==> config.mk <==
export PLATFORM = sky130hd
export DESIGN_NAME = trace_fifo
export DESIGN_NICKNAME = d
export VERILOG_FILES = /design/src/rtl/trace_fifo_pkg.sv /design/src/rtl/trace_fifo_ptr.sv /design/src/rtl/trace_fifo.sv
export SDC_FILE = /design/constraint.sdc
export NUM_CORES = 1
export LEC_CHECK = 0
export BUFFER_PORTS_ARGS = -buffer_cell sky130_fd_sc_hd__buf_2
export CORE_MARGIN = 2
export CORE_UTILIZATION = 60
export CTS_BUF_LIST = sky130_fd_sc_hd__clkbuf_8
export DETAILED_ROUTE_END_ITERATION = 6
export GPL_ROUTABILITY_DRIVEN = 0
export MAX_ROUTING_LAYER = met4
export PLACE_DENSITY_LB_ADDON = 0.25
export RECOVER_POWER = 100
export SYNTH_ARGS = -nofsm -noshare
export SYNTH_HDL_FRONTEND = slang
export SYNTH_SLANG_ARGS = --single-unit
export TNS_END_PERCENT = 30
==> constraint.sdc <==
create_clock -name clk -period 7.8 [get_ports clk]
set_input_delay 1.95 -clock clk [delete_from_list [all_inputs] [get_ports clk]]
set_output_delay 1.95 -clock clk [all_outputs]
set_load 0.05 [all_outputs]
==> src/rtl/trace_fifo_pkg.sv <==
// Shared tracer package: FIFO output-mode constants and the
// occupancy-counter width helper used by trace_fifo and its bench.
package trace_fifo_pkg;

    localparam int FIFO_MODE_FWFT = 1;
    localparam int FIFO_MODE_REG  = 0;

    // Width needed to hold 0..depth inclusive.
    function automatic int clog2_cnt(input int depth);
        return $clog2(depth + 1);
    endfunction

endpackage

==> src/rtl/trace_fifo_ptr.sv <==
// Wrap-at-Depth circular pointer with increment enable.
// Ports: clk, reset_n (sync, active-low), inc_i, ptr_o.
module trace_fifo_ptr #(
    parameter int Depth = 16,
    localparam int PtrW = (Depth > 1) ? $clog2(Depth) : 1
) (
    input  logic            clk,
    input  logic            reset_n,
    input  logic            inc_i,
    output logic [PtrW-1:0] ptr_o
);

    localparam logic [PtrW-1:0] LastIdx = PtrW'(Depth - 1);

    logic [PtrW-1:0] ptr_q, ptr_d;

    // Explicit wrap so non-power-of-2 depths use exactly Depth slots.
    always_comb begin
        ptr_d = ptr_q;
        if (inc_i) begin
            ptr_d = (ptr_q == LastIdx) ? '0 : ptr_q + PtrW'(1);
        end
    end

    always_ff @(posedge clk) begin
        if (!reset_n) begin
            ptr_q <= '0;
        end else begin
            ptr_q <= ptr_d;
        end
    end

    assign ptr_o = ptr_q;

endmodule

==> src/rtl/trace_fifo.sv <==
// Trace-record FIFO: any depth >= 2, occupancy count, almost flags,
// sticky overflow with saturating drop counter, FWFT or registered read.
// Ports: clk, reset_n (sync, active-low); write side d/push/full/
// almost_full; read side pop/q/q_valid/empty/almost_empty; count;
// overflow/drop_count cleared by clear_ovf.
module trace_fifo
    import trace_fifo_pkg::*;
#(
    parameter int DataWidth         = 32,
    parameter int Depth             = 16,
    parameter int AlmostFullThresh  = Depth - 2,
    parameter int AlmostEmptyThresh = 2,
    parameter int Fwft              = FIFO_MODE_FWFT,
    parameter int DropCntWidth      = 16
) (
    input  logic                         clk,
    input  logic                         reset_n,
    input  logic [DataWidth-1:0]         d,
    input  logic                         push,
    output logic                         full,
    output logic                         almost_full,
    input  logic                         pop,
    output logic [DataWidth-1:0]         q,
    output logic                         q_valid,
    output logic                         empty,
    output logic                         almost_empty,
    output logic [clog2_cnt(Depth)-1:0]  count,
    output logic                         overflow,
    output logic [DropCntWidth-1:0]      drop_count,
    input  logic                         clear_ovf
);

    localparam int CntW = clog2_cnt(Depth);
    localparam int PtrW = (Depth > 1) ? $clog2(Depth) : 1;

    if (Depth < 2) begin : g_bad_depth
        $error("trace_fifo: Depth must be >= 2");
    end
    if (AlmostFullThresh > Depth || AlmostEmptyThresh > Depth) begin : g_bad_thr
        $error("trace_fifo: almost thresholds must not exceed Depth");
    end

    logic [DataWidth-1:0]    mem_q [Depth];
    logic [PtrW-1:0]         head, tail;
    logic [CntW-1:0]         count_q, count_d;
    logic                    ovf_q, ovf_d;
    logic [DropCntWidth-1:0] drop_q, drop_d;
    logic                    push_acc, pop_acc, drop;

    // Flags come only from the registered count.
    assign full         = (count_q == CntW'(Depth));
    assign empty        = (count_q == '0);
    assign almost_full  = (count_q >= CntW'(AlmostFullThresh));
    assign almost_empty = (count_q <= CntW'(AlmostEmptyThresh));

    // A pop frees the slot the same edge, so push-while-full is
    // accepted when paired with a real pop.
    assign pop_acc  = pop && !empty;
    assign push_acc = push && (!full || pop_acc);
    assign drop     = push && full && !pop_acc;

    trace_fifo_ptr #(.Depth(Depth)) u_head (
        .clk    (clk),
        .reset_n(reset_n),
        .inc_i  (push_acc),
        .ptr_o  (head)
    );

    trace_fifo_ptr #(.Depth(Depth)) u_tail (
        .clk    (clk),
        .reset_n(reset_n),
        .inc_i  (pop_acc),
        .ptr_o  (tail)
    );

    always_ff @(posedge clk) begin
        if (push_acc) begin
            mem_q[head] <= d;
        end
    end

    always_comb begin
        count_d = count_q;
        if (push_acc && !pop_acc) begin
            count_d = count_q + CntW'(1);
        end else if (!push_acc && pop_acc) begin
            count_d = count_q - CntW'(1);
        end
    end

    // A drop in the same cycle as clear_ovf wins and restarts at 1.
    always_comb begin
        ovf_d  = ovf_q;
        drop_d = drop_q;
        if (drop) begin
            ovf_d = 1'b1;
            if (clear_ovf) begin
                drop_d = DropCntWidth'(1);
            end else if (!(&drop_q)) begin
                drop_d = drop_q + DropCntWidth'(1);
            end
        end else if (clear_ovf) begin
            ovf_d  = 1'b0;
            drop_d = '0;
        end
    end

    always_ff @(posedge clk) begin
        if (!reset_n) begin
            count_q <= '0;
            ovf_q   <= 1'b0;
            drop_q  <= '0;
        end else begin
            count_q <= count_d;
            ovf_q   <= ovf_d;
            drop_q  <= drop_d;
        end
    end

    assign count      = count_q;
    assign overflow   = ovf_q;
    assign drop_count = drop_q;

    if (Fwft == FIFO_MODE_FWFT) begin : g_fwft
        assign q       = mem_q[tail];
        assign q_valid = !empty;
    end else begin : g_reg
        logic [DataWidth-1:0] rq_q, rq_d;
        logic                 rv_q, rv_d;

        always_comb begin
            rq_d = rq_q;
            rv_d = pop_acc;
            if (pop_acc) begin
                rq_d = mem_q[tail];
            end
        end

        always_ff @(posedge clk) begin
            if (!reset_n) begin
                rq_q <= '0;
                rv_q <= 1'b0;
            end else begin
                rq_q <= rq_d;
                rv_q <= rv_d;
            end
        end

        assign q       = rq_q;
        assign q_valid = rv_q;
    end

endmodule

==> reports/summary.txt, run 1 <==
EDFF count, synth -> 512
Cell depth of the worst setup path -> 4
Drt wl/cell -> 26.52 um
Static leakage -> 7.157 nW
Reg clk slew, reported paths -> 0.06 ns
Number of I/O port buffers -> 95
Period utilization -> 71.14%
Max_cap viols -> 17
Power density over the cells -> 287.1 nW/um2
Yosys reg bits -> 546
Initial antenna violation count -> 2
Async SR Flop Fraction -> 0%
Clk pwr share -> 30.6%
H-tree depth -> 3
Clock latency on the worst-skew pair -> 0.61 ns
Most frequent cell on the critical path -> mux4_2
CTS tree -> yes
Int Power -> 4.861 mW
Setup TNS -> 0 ns
Final Max Tran Viols -> 447
Worst Reg-to-Reg Cells -> 5
Initial Utilization -> 60.97%
CP max stage delay -> 0.95 ns
Proportion of layout cells with a drive suffix above 1 -> 24.72%
Placed Cells -> 1,458
Util after Layout -> 67.65%
Gate power share -> 18.8%
Crit path launch type -> flop
Post-route minimum period -> 5.549 ns
CP endpoint -> q[6]
Largest net degree at the start of global routing -> 74
Ranking of synthesized cells by area -> edfxtp_1, mux4_2, dfxtp_1
DRT Pass-1 Iters -> 5
Main synth FF type -> edfxtp_1
Hold WC Path Type -> flop to flop
Reg2reg setup slack -> 2.99 ns
Final setup viols -> 0
DRC errors left -> 0
Hold_buf cts -> 0
Register area share after synthesis -> 76.23%
Vias in the first global route -> 10,390
Worst Skew -> 0.02185 ns
Post-Syn Area per Cell -> 22.53 um2
Fmax achieved -> 0.1802 GHz
Hold slack final -> 0.4900 ns
Gr usage total -> 24.93%
Reg-to-reg startpoint -> count[0]
Peak supply drop -> 0.0001526 V
Crit path max-delay family -> multiplexers
Iteration-0 DRC Markers -> 1,049
Post-layout nets -> 1,136
Reg2Reg Capture Point -> mem_q[12][19]
Cell taking the most area after synthesis -> edfxtp_1
Area of the die -> 36,620 um2
CP Cell Sequence -> buf_4 > mux4_2 > mux4_2 > clkbuf_1
Grt ovf -> 0
Critical path endpoint category -> primary output
Worst Path Class, Setup -> flop to primary output
Die Span Y -> 191.4 um
CTS buffer count -> 83
Root Buffer -> clkbuf_8
Sequential share of power -> 50.6%
Post-route ant nets -> 0
Total design power -> 6.708 mW
Total Routed Length -> 42,390 um
Multi-input gate area -> 4792 um2
Worst path arrival time -> 3.60 ns
Violated checks -> capacitance limit, slew limit
Sw frac -> 27.54%
Die width -> 191.4 um
Status -> finished, violations left
Core ar. -> 34,540 um2
CP bufs+invs -> 2
Critical path peak fanout -> 46
# fillers -> 2,264
Vias -> 10,110
Syn Inst Count -> 935
Final hold viol count -> 0
Post-Syn Area -> 21,060 um2
Synth top area share -> 73.00%
Via density -> 6.326
Slowest CP cell -> dfxtp_4
Layout Cells excl Fill -> 1,598
Unrepaired setup endpoints after global routing -> no
CTS max path bufs -> 3
Clk sinks -> 546
Area Overhead vs Synth -> 10.95%
Number of top-level pins -> 96
Synthesized Nets -> 983
Sw Pwr -> 1.848 mW
Synth warn -> 0
Slew margin rel. -> -94.89%
Global-route wire length before repair -> 63,380 um
Total setup buffers inserted after CTS -> 0
Register area -> 16,070 um2
DP Wirelength -> 21,930 um
Worst Path Required -> 5.85 ns
Worst slew pin tran -> 2.923 ns
Number of distinct library cells after synthesis -> 51
Post-CTS sizing -> 0
Standard-cell rows -> 68
-- flip-flops by register name, indices dropped and copies added (netlist names), named ones only --
name,count
count,5
mem_q,512
overflow,1
drop_count,16
u_tail.ptr_o,4
u_head.ptr_o,4
-- per-layer routing --
metal  vias up  share of wire (%)  track usage [%]
li1       4301                  -                -
met4         0                1.8            7.929
met5         -                  0                -
met3        58                7.5            4.057
met2       428                 50            38.74
met1      5322                 40            34.65
-- power groups by stage --
stage,logic (mW),clock network [mW],registers [mW]
detailed placement,1.31,0,3.46
CTS,1.31,2.10,3.40
finish,1.26,2.05,3.39
floorplan,1.07,0,3.39
global placement,1.29,0,3.45
global route,1.34,2.21,3.41
-- cell type report --
type | count | share of cell area [%]
flip-flops and latches | 546 | 68.75
clock buffers | 86 | 5.065
diodes | 2 | 0.02142
multi-input cells | 332 | 20.51
well taps | 455 | 2.436
clock inverters | 52 | 1.017
inverters | 8 | 0.1285
repair buffers | 117 | 2.072
-- cells by family (layout without fill, tap and decap cells) --
kind of cell / Yosys count / in the layout / synth area share [%]
DFF: 546 / 546 / 76.23
muxes: 166 / 166 / 17.40
and+or+nand+nor: 102 / 102 / 2.810
buffers and inverters: 57 / 263 / 1.069
AOI/OAI and AO/OA: 49 / 49 / 1.634
adders and majority gates: 11 / 11 / 0.6891
xor gates and xnor gates: 4 / 4 / 0.1664
other: 0 / 2 / 0
-- Yosys cell counts, types with 7 or more instances --
| cell type | number |
|---|---|
| a21oi_1 | 13 |
| and2_1 | 12 |
| buf_1 | 13 |
| clkbuf_1 | 32 |
| dfxtp_1 | 34 |
| edfxtp_1 | 512 |
| ha_1 | 10 |
| inv_1 | 7 |
| mux4_2 | 160 |
| nand2_1 | 17 |
| nand3_1 | 9 |
| nor2_1 | 9 |
| nor3_1 | 8 |
| o31ai_1 | 8 |
| or4_1 | 8 |
-- worst min-delay path by stage --
stage | startpoint | cells past startpoint | slack (ns) | endpoint
after floorplan | u_head.ptr_o[1] | 2 | 0.49 | u_head.ptr_o[1]
after global placement | overflow | 2 | 0.46 | overflow
after detailed placement | overflow | 2 | 0.48 | overflow
after CTS | overflow | 2 | 0.49 | overflow
after global routing | overflow | 2 | 0.53 | overflow
final | overflow | 2 | 0.49 | overflow
-- through the flow --
stage,setup WS (ns),instance area (um2)
after floorplan,2.647,21060
after global placement,2.872,22140
after detailed placement,2.845,22140
after CTS,2.191,23560
after global routing,1.973,23370
final,2.251,23370
-- worst register-to-register path: stages, from the launching register on --
cell and delay (ns):
dfxtp_1 0.37, or3_1 0.52, o31ai_1 1.17, clkinv_1 0.61
and4_2 0.43, clkbuf_1 1.04
-- cell usage in the layout (no fill, tap or decap), types with 3 or more instances in the layout --
master / synthesis / final
nand4b_1: 3 / 3
buf_4: 0 / 6
clkinv_2: 0 / 9
clkinv_1: 1 / 14
nand4_1: 5 / 5
or3_1: 3 / 3
mux2i_1: 5 / 5
nand2_1: 17 / 17
clkbuf_1: 32 / 105
and4_2: 0 / 3
nand3_1: 9 / 9
nor2b_1: 4 / 4
o31ai_1: 8 / 9
inv_1: 7 / 35
nor2_1: 9 / 9
dfxtp_1: 34 / 30
nand2b_1: 5 / 5
mux4_2: 160 / 160
ha_1: 10 / 10
clkbuf_8: 0 / 86
a21oi_1: 13 / 13
and2_0: 0 / 11
nor3_1: 8 / 7
edfxtp_1: 512 / 512
buf_2: 2 / 5
a21boi_0: 5 / 5
o21ai_0: 5 / 5
xnor2_1: 3 / 3
o21a_1: 3 / 3
and3_1: 5 / 4
or4_1: 8 / 8
Power figures use the tool's default switching activity.
==> run 2, diff against run 1 <==
CORE_UTILIZATION = 57   (was 60)
clock period = 5 ns   (was 7.8 ns; I/O delays follow)
==> reports/summary.txt, run 2 (synthesis results as in run 1) <==
Status -> finished, violations left
Violated checks -> capacitance limit, slew limit
Worst slew pin tran -> 2.586 ns (-0.3370 ns)
Number of top-level pins -> 96 (unchanged)
Hold EP -> overflow
Util after Layout -> 64.42% (-3.2 points)
Most frequent cells in the layout -> edfxtp_1, mux4_2, clkbuf_8
DRT Pass-1 Iters -> 5 (unchanged)
Clk pwr share -> 30.9% (+0.3 points)
Static leakage -> 7.249 nW (+1.3%)
Reg2Reg Capture Point -> mem_q[2][14]
Gate power share -> 19.5% (+0.7 points)
Area of the die -> 38,500 um2 (+5.2%)
Post-CTS sizing -> 0 (unchanged)
Vias -> 10,130 (+0.16%)
Total setup buffers inserted after CTS -> 0 (unchanged)
Worst path arrival time -> 3.32 ns (-0.28 ns)
Post-route minimum period -> 4.565 ns
DP Wirelength -> 22,580 um (+2.9%)
Sw frac -> 27.73% (+0.18 points)
Total design power -> 10.58 mW (+58%)
Worst Path Class, Setup -> flop to primary output
Critical path endpoint category -> primary output
Initial Utilization -> 57.67% (-3.3 points)
Grt ovf -> 0 (unchanged)
Largest net degree at the start of global routing -> 58 (-22%)
Final setup viols -> 0 (unchanged)
Placed Cells -> 1,475 (+1.2%)
Worst hold path depth -> 2 (unchanged)
Number of I/O port buffers -> 95 (unchanged)
Hold path start -> overflow
Worst Skew -> 0.01428 ns (-0.007563 ns)
Root Buffer -> clkbuf_8
Die Span Y -> 196.2 um (+2.5%)
Crit path launch type -> flop
Post-layout nets -> 1,143 (+0.62%)
Reg-to-reg startpoint -> count[1]
CTS buffer count -> 86 (+3.6%)
Clk sinks -> 546 (unchanged)
Drt wl/cell -> 26.27 um (-0.96%)
H-tree depth -> 3 (unchanged)
Power density over the cells -> 449.5 nW/um2 (+57%)
Unrepaired setup endpoints after global routing -> no
Vias in the first global route -> 10,470 (+0.70%)
# fillers -> 2,477 (+9.4%)
Worst Reg-to-Reg Cells -> 5 (unchanged)
Worst setup margin -> 0.4345 ns (-1.816 ns)
Hold_buf cts -> 0 (unchanged)
Final Max Tran Viols -> 159 (-64%)
Area Overhead vs Synth -> 11.70%
Standard-cell rows -> 70 (+2.9%)
Core ar. -> 36,520 um2 (+5.7%)
Reg2reg setup slack -> 0.56 ns (-2.43 ns)
Int Power -> 7.644 mW (+57%)
Most flop-heavy register -> mem_q
Clock latency on the worst-skew pair -> 0.60 ns (about the same)
Slew margin rel. -> -72.52% (+22 points)
Period utilization -> 91.31%
DRC errors left -> 0 (unchanged)
Initial antenna violation count -> 2 (unchanged)
Most common cell after layout, fill and taps aside -> edfxtp_1
CTS max path bufs -> 3 (unchanged)
Sequential share of power -> 49.6% (-1.0 points)
Sw Pwr -> 2.932 mW (+59%)
Reg clk slew, reported paths -> 0.06 ns (about the same)
Number of flip-flops under the largest register name -> 512 (unchanged)
Final hold viol count -> 0 (unchanged)
Placement-stage cell area -> 22,240 um2 (+0.49%)
Fmax achieved -> 0.2190 GHz
Fin area -> 23,530 um2 (+0.68%)
Worst Path Required -> 3.75 ns (-2.10 ns)
Critical path peak fanout -> 33 (-28%)
Setup TNS -> 0 ns (unchanged)
Die width -> 196.2 um (+2.5%)
Total Routed Length -> 42,640 um (+0.59%)
CTS tree -> yes
Iteration-0 DRC Markers -> 897 (-14%)
Hold WC Path Type -> flop to flop
Dpl ws -> 1.020 ns (-1.825 ns)
Peak supply drop -> 0.0003983 V (+160%)
Post-route ant nets -> 0 (unchanged)
Hold slack final -> 0.4895 ns (-0.0005150 ns)
Via density -> 6.238 (-1.4%)
Layout Cells excl Fill -> 1,623 (+1.6%)
Max_cap viols -> 8 (-9)
Proportion of layout cells with a drive suffix above 1 -> 26.71% (+2.0 points)
Global-route wire length before repair -> 64,340 um (+1.5%)
Gr usage total -> 23.78% (-1.1 points)
-- run 2: cell count changes in the layout (fill, tap and decap cells not counted), sizes merged --
cell      previous run  this run
clkbuf             191       190
clkinv              23        37
inv                 36        28
clkinvlp             0         1
buf                 12        18
-- run 2: critical path, stage by stage (launching register included) --
cell      delay, ns
dfxtp_4        0.82
clkbuf_2       0.48
mux4_2         0.55
mux4_2         0.54
clkbuf_1       0.32
-- run 2: metal layers --
metal  track usage (%)  part of all wire (%)
met5                 -                     0
met4             7.099                   2.1
met3             4.091                   6.1
met2             37.43                    50
met1             32.68                    42
-- run 2: layout make-up --
type / instances / area, um2 / area share [%]
flip-flops and latches: 546 / 16070 / 68.29
clock inverters: 59 / 264.0 / 1.122
multi-input cells: 332 / 4785 / 20.34
inverters: 8 / 30.03 / 0.1276
diodes: 2 / 5.005 / 0.02127
repair buffers: 121 / 594.3 / 2.526
clock buffers: 87 / 1197 / 5.090
well taps: 468 / 585.6 / 2.489
-- run 2: worst max path at each step --
| stage | start | endpoint | slack (ns) | depth (start not counted) |
|---|---|---|---|---|
| global route | flop | q[30] | 0.24 | 4 |
| detailed placement | pop | count[4] | 1.02 | 10 |
| floorplan | count[4] | almost_empty | 0.55 | 2 |
| finish | flop | q[3] | 0.43 | 4 |
| global placement | pop | count[4] | 1.11 | 10 |
| CTS | flop | q[3] | 0.54 | 4 |
-- run 2: power by group through the flow --
stage	clock network, mW	registers [mW]	logic, mW
detailed placement	0	5.34	2.14
floorplan	0	5.28	1.67
global placement	0	5.34	2.12
global route	3.55	5.27	2.19
finish	3.27	5.25	2.06
CTS	3.35	5.25	2.14
